<file path="src/rtl/sample_volume_fader_pkg.sv">
`default_nettype none
// +--------------------------------------------------------------------+
// | sample_volume_fader_pkg: fader state, gain constants, next-state fn |
// +--------------------------------------------------------------------+
package sample_volume_fader_pkg;

  typedef enum logic [1:0] {
    MUTED     = 2'd0,
    RAMP_UP   = 2'd1,
    STEADY    = 2'd2,
    RAMP_DOWN = 2'd3
  } fade_state_e;

  localparam int GAIN_W        = 8;
  localparam int GAIN_UNITY    = 128;
  localparam int VOL_MAX       = 15;
  localparam int VOL_STEP_GAIN = 8;

  // The state always reflects where cur_gain sits relative to the target.
  function automatic fade_state_e next_state(input logic [GAIN_W-1:0] cur,
                                             input logic [GAIN_W-1:0] tgt);
    fade_state_e ns;
    if (cur < tgt)           ns = RAMP_UP;
    else if (cur > tgt)      ns = RAMP_DOWN;
    else if (tgt == '0)      ns = MUTED;
    else                     ns = STEADY;
    return ns;
  endfunction

endpackage
`default_nettype wire

</file>
<file path="src/rtl/sample_volume_fader_gain_ramp_ctrl.sv">
`default_nettype none
// +--------------------------------------------------------------------+
// | gain_ramp_ctrl: volume register, target gain, frame-paced gain ramp |
// +--------------------------------------------------------------------+
module gain_ramp_ctrl
  import sample_volume_fader_pkg::*;
#(
  parameter int RAMP_DIV = 4,
  parameter int VOL_INIT = 10
) (
  input  logic              clk,
  input  logic              reset_n,
  input  logic              new_frame,
  input  logic              play,
  input  logic              vol_up,
  input  logic              vol_down,
  output logic [3:0]        volume,
  output logic [GAIN_W-1:0] cur_gain,
  output logic              fading
);

  localparam int CNT_W = (RAMP_DIV > 1) ? $clog2(RAMP_DIV) : 1;

  logic [3:0]        volume_q, volume_d;
  logic [GAIN_W-1:0] cur_gain_q, cur_gain_d;
  logic [CNT_W-1:0]  frame_cnt_q, frame_cnt_d;
  fade_state_e       state_q, state_d;
  logic              fading_q, fading_d;
  logic [GAIN_W-1:0] tgt;
  logic              cnt_last;
  logic              step_en;

  assign tgt = play ? GAIN_W'((GAIN_W'(volume_q) + GAIN_W'(1)) * GAIN_W'(VOL_STEP_GAIN))
                    : '0;
  assign cnt_last = (frame_cnt_q == CNT_W'(RAMP_DIV - 1));
  assign step_en  = new_frame & cnt_last;

  always_comb begin
    volume_d = volume_q;
    if (vol_up && !vol_down && (volume_q != 4'(VOL_MAX)))
      volume_d = volume_q + 4'd1;
    else if (vol_down && !vol_up && (volume_q != 4'd0))
      volume_d = volume_q - 4'd1;

    frame_cnt_d = frame_cnt_q;
    if (new_frame)
      frame_cnt_d = cnt_last ? '0 : frame_cnt_q + CNT_W'(1);

    cur_gain_d = cur_gain_q;
    if (step_en) begin
      if (cur_gain_q < tgt)      cur_gain_d = cur_gain_q + GAIN_W'(1);
      else if (cur_gain_q > tgt) cur_gain_d = cur_gain_q - GAIN_W'(1);
    end

    state_d  = next_state(cur_gain_q, tgt);
    fading_d = (state_d == RAMP_UP) || (state_d == RAMP_DOWN);
  end

  always_ff @(posedge clk or negedge reset_n) begin
    if (!reset_n) begin
      volume_q    <= 4'(VOL_INIT);
      cur_gain_q  <= '0;
      frame_cnt_q <= '0;
      state_q     <= MUTED;
      fading_q    <= 1'b0;
    end else begin
      volume_q    <= volume_d;
      cur_gain_q  <= cur_gain_d;
      frame_cnt_q <= frame_cnt_d;
      state_q     <= state_d;
      fading_q    <= fading_d;
    end
  end

  assign volume   = volume_q;
  assign cur_gain = cur_gain_q;
  assign fading   = fading_q;

endmodule
`default_nettype wire

</file>
<file path="src/rtl/sample_volume_fader.sv">
`default_nettype none
// +--------------------------------------------------------------------+
// | sample_volume_fader: 3-stage sample x gain pipeline, AC97 side     |
// +--------------------------------------------------------------------+
module sample_volume_fader
  import sample_volume_fader_pkg::*;
#(
  parameter int RAMP_DIV = 4,
  parameter int VOL_INIT = 10
) (
  input  logic        clk,
  input  logic        reset_n,
  input  logic        new_frame,
  input  logic [15:0] sample_in,
  input  logic        play,
  input  logic        vol_up,
  input  logic        vol_down,
  output logic [15:0] sample_out,
  output logic        sample_valid,
  output logic [3:0]  volume,
  output logic        fading
);

  logic [GAIN_W-1:0] cur_gain;

  gain_ramp_ctrl #(
    .RAMP_DIV (RAMP_DIV),
    .VOL_INIT (VOL_INIT)
  ) u_ctrl (
    .clk       (clk),
    .reset_n   (reset_n),
    .new_frame (new_frame),
    .play      (play),
    .vol_up    (vol_up),
    .vol_down  (vol_down),
    .volume    (volume),
    .cur_gain  (cur_gain),
    .fading    (fading)
  );

  logic        [15:0]       s_q, s_d;
  logic        [GAIN_W-1:0] g_q, g_d;
  logic signed [24:0]       prod_q, prod_d;
  logic                     v1_q, v2_q;
  logic        [15:0]       out_q, out_d;
  logic                     valid_q;
  logic                     unused_prod_bits;

  // Gain is at most unity, so bits [24:23] only ever carry sign copies.
  assign unused_prod_bits = ^{prod_q[24:23], prod_q[6:0]};

  always_comb begin
    s_d    = new_frame ? sample_in : s_q;
    g_d    = new_frame ? cur_gain  : g_q;
    prod_d = v1_q ? (25'($signed(s_q)) * 25'($signed({1'b0, g_q}))) : prod_q;
    out_d  = v2_q ? prod_q[22:7] : out_q;
  end

  always_ff @(posedge clk or negedge reset_n) begin
    if (!reset_n) begin
      s_q     <= '0;
      g_q     <= '0;
      prod_q  <= '0;
      v1_q    <= 1'b0;
      v2_q    <= 1'b0;
      out_q   <= '0;
      valid_q <= 1'b0;
    end else begin
      s_q     <= s_d;
      g_q     <= g_d;
      prod_q  <= prod_d;
      v1_q    <= new_frame;
      v2_q    <= v1_q;
      out_q   <= out_d;
      valid_q <= v2_q;
    end
  end

  assign sample_out   = out_q;
  assign sample_valid = valid_q;

endmodule
`default_nettype wire

</file>
<file path="config.mk">
export PLATFORM = sky130hd
export DESIGN_NAME = sample_volume_fader
export DESIGN_NICKNAME = d
export VERILOG_FILES = /design/src/rtl/sample_volume_fader_pkg.sv /design/src/rtl/sample_volume_fader_gain_ramp_ctrl.sv /design/src/rtl/sample_volume_fader.sv
export SDC_FILE = /design/constraint.sdc
export NUM_CORES = 1
export LEC_CHECK = 0
export CORE_MARGIN = 4
export CORE_UTILIZATION = 60
export CTS_CLUSTER_DIAMETER = 60
export DETAILED_ROUTE_END_ITERATION = 6
export HOLD_SLACK_MARGIN = 0.03
export PLACE_DENSITY_LB_ADDON = 0.1
export SLEW_MARGIN = 5
export SYNTH_ARGS = -nofsm -noshare
export SYNTH_HDL_FRONTEND = slang
export SYNTH_HIERARCHICAL = 1
export SYNTH_SLANG_ARGS = --single-unit
</file>
<file path="constraint.sdc">
create_clock -name clk -period 9.6 [get_ports clk]
set_input_delay 0.96 -clock clk [delete_from_list [all_inputs] [get_ports clk]]
set_output_delay 0.96 -clock clk [all_outputs]
set_load 0.03 [all_outputs]
</file>
==> flow_metrics.env <==
export IMPL_outcome="complete, no violations"
export IMPL_synth_area_leader_cell="fa_1"
export IMPL_dieArea_um2=14710
export IMPL_placed_cells=969
export IMPL_critical_path_required_ns=9.82
export IMPL_vias=5326
export IMPL_wl_um=15250
export IMPL_wl_per_cell_um=15.49
export IMPL_finalMaxSlewViolations=0
export IMPL_nets=985
export IMPL_synth_top_area_frac=0.2548
export IMPL_ant_nets=0
export IMPL_fillCellCount=1023
export IMPL_clkLatencyLatePin_ns=0.34
export IMPL_core_area_um2=12570
export IMPL_endpoint_kind="register"
export IMPL_port_buffers=43
export IMPL_synth_area_leaders="fa_1, dfrtp_1, ha_1"
export IMPL_clkTransAtPathRegs_ns=0.06
export IMPL_row_count=41
export IMPL_finClkSkew_ns=0.007499
export IMPL_cts_tree="yes"
export IMPL_grt_overflow_total=0
export IMPL_worst_setup_path_type="register to register"
export IMPL_synth_seq_cells=74
export IMPL_track_usage=0.2331
export IMPL_period_share=0.5230
export IMPL_synthCells=783
export IMPL_regToRegSetupSlack_ns=4.58
export IMPL_fin_crit_ns=5.021
export IMPL_die_x_um=121.3
export IMPL_pre_cts_ws_ns=4.607
export IMPL_hold_class="register to register"
export IMPL_final_setup_tns_ns=0
export IMPL_ios=44
export IMPL_cts_inserted_buffers=9
export IMPL_finalHoldViolations=0
export IMPL_firstDrtPassIters=5
export IMPL_finalSetupViolCount=0
export IMPL_die_y_um=121.3
export IMPL_hold_buffers=0
export IMPL_synthFlopType="dfrtp_1"
export IMPL_clockBufferDepth=2
export IMPL_stdcell_area_um2=8528
export IMPL_async_reset_ff_frac=1.000
export IMPL_drcViolationCount=0
export IMPL_final_cell_count_no_fill=985
export IMPL_synth_area_per_cell_um2=9.832
export IMPL_dpl_cell_area_um2=8219
export IMPL_synth_distinct_cells=61
export IMPL_timing_fmax_mhz=199.2
export IMPL_synthesis_area_um2=7699
export IMPL_routabilityCongestion=0.8663
export IMPL_grt_max_degree=75
export IMPL_crit_path_start_kind="register"
export IMPL_layout_setup_ws_ns=4.579
export IMPL_synth_common_cells="inv_1, fa_1, nand2_1, dfrtp_1, ha_1"
export IMPL_relSlewSlack=0.3810
export IMPL_cts_root_buf="clkbuf_16"
export IMPL_drt_iter0_drc=278
export IMPL_initial_utilization=0.6125
export IMPL_cts_htree_levels=3
export IMPL_synth_net_count=960
export IMPL_grt_antenna_before_repair=0
export IMPL_grt_pass1_vias=5653
export IMPL_diodes=0
export IMPL_clock_sinks=74
export IMPL_area_delta_synth_final_pct=10.78
export IMPL_yosys_cell_count_top_type="inv_1"
export IMPL_yosysWarnings=6
export IMPL_grt_setup_unrepaired="false"
export IMPL_routed_via_density=5.407
export IMPL_cts_resized_gates=0
export IMPL_grt_pass1_wl_um=27440
export IMPL_arrival_ns=5.24
export IMPL_synth_seq_area_share=0.2409
export IMPL_synth_edff_count=0
export IMPL_drive_above_1_share=0.1046
export IMPL_maxCapViolCount=0
export IMPL_postCtsSetupBuffers=0
export IMPL_worst_path_max_fanout=17
export IMPL_dp_hpwl_um=12130
export IMPL_worstMarginPinSlew_ns=0.9285
path summary, 6_finish.rpt:
kind | startpoint | to | depth (start not counted)
max in group asynchronous | reset_n | s_q[3] | 1
worst min-delay path | prod_q[12] | prod_q[12] | 1
min in group asynchronous | reset_n | v2_q | 1
worst max-delay path | g_q[2] | prod_q[19] | 15
worst min register to register | prod_q[12] | prod_q[12] | 1
worst max register to register | g_q[2] | prod_q[19] | 15
area by class of cell:
type | count | area, um^2 | share of cell area
timing repair buffer | 44 | 435.4 | 0.05106
tap | 172 | 215.2 | 0.02523
clock inverter | 2 | 35.03 | 0.004108
sequential | 74 | 1854 | 0.2174
multi-input combinational | 529 | 5151 | 0.6040
inverter | 150 | 563.0 | 0.06602
clock buffer | 14 | 274.0 | 0.03213
worst max-delay path, cell delays in order (launching register included):
cell	delay (ns)
dfrtp_1	0.66
nand2_1	0.16
fa_1	0.56
inv_1	0.05
fa_1	0.48
fa_1	0.49
inv_1	0.05
fa_1	0.52
inv_1	0.04
ha_1	0.35
and2_4	0.18
a221oi_2	0.35
a21boi_1	0.33
o221ai_2	0.18
a21o_1	0.21
a221o_1	0.29
registers in the layout, summed over array words and instances (netlist names):
signal              count
g_q                     8
prod_q                 16
s_q                    16
sample_out             16
sample_valid            1
u_ctrl/cur_gain         8
u_ctrl/fading           1
u_ctrl/frame_cnt_q      2
u_ctrl/volume           4
v1_q                    1
v2_q                    1
placed cells by master, fill, tap and decap left out, drive strengths merged, types with 3 or more instances in the layout:
cell type / n
a211o: 3
a211oi: 7
a21boi: 4
a21o: 7
a21oi: 19
and2: 61
clkbuf: 14
clkdlybuf4s50: 42
dfrtp: 72
fa: 98
ha: 57
inv: 149
mux2: 49
nand2: 98
nand2b: 3
nand3: 8
nand4: 4
nand4b: 3
nor2: 19
nor3: 3
o21a: 4
o21ai: 18
o311ai: 3
o31ai: 6
xnor2: 16
xor2: 9
stage by stage:
stage / hold WS, ns / util
floorplan: 0.3519 / -
global placement: 0.4580 / 0.6540
detailed placement: 0.4629 / 0.6540
CTS: 0.4748 / 0.6785
global route: 0.4965 / 0.6785
finish: 0.4736 / 0.6785
per-layer routing:
metal / vias up / share of wire / track usage
li1: 2525 / - / -
met1: 2664 / 0.45 / 0.3124
met2: 121 / 0.50 / 0.3953
met3: 16 / 0.041 / 0.03590
met4: 0 / 0.014 / 0.06863
met5: - / 0 / 0
cells by family (layout without fill, tap and decap cells):
logic type / after synthesis / count (layout) / share of synthesized area
AO/OA/AOI/OAI: 87 / 87 / 0.08029
XOR/XNOR: 25 / 25 / 0.02844
adder cells (fa/ha/maj): 155 / 155 / 0.3475
buffers and inverters: 180 / 210 / 0.09004
flip-flops: 74 / 74 / 0.2409
multiplexers: 50 / 50 / 0.07297
AND/OR/NAND/NOR: 212 / 212 / 0.1399
Power is left out: the tool's default activity adds up to more than one toggle a clock period on the data nets, which glitch-free logic cannot reach.
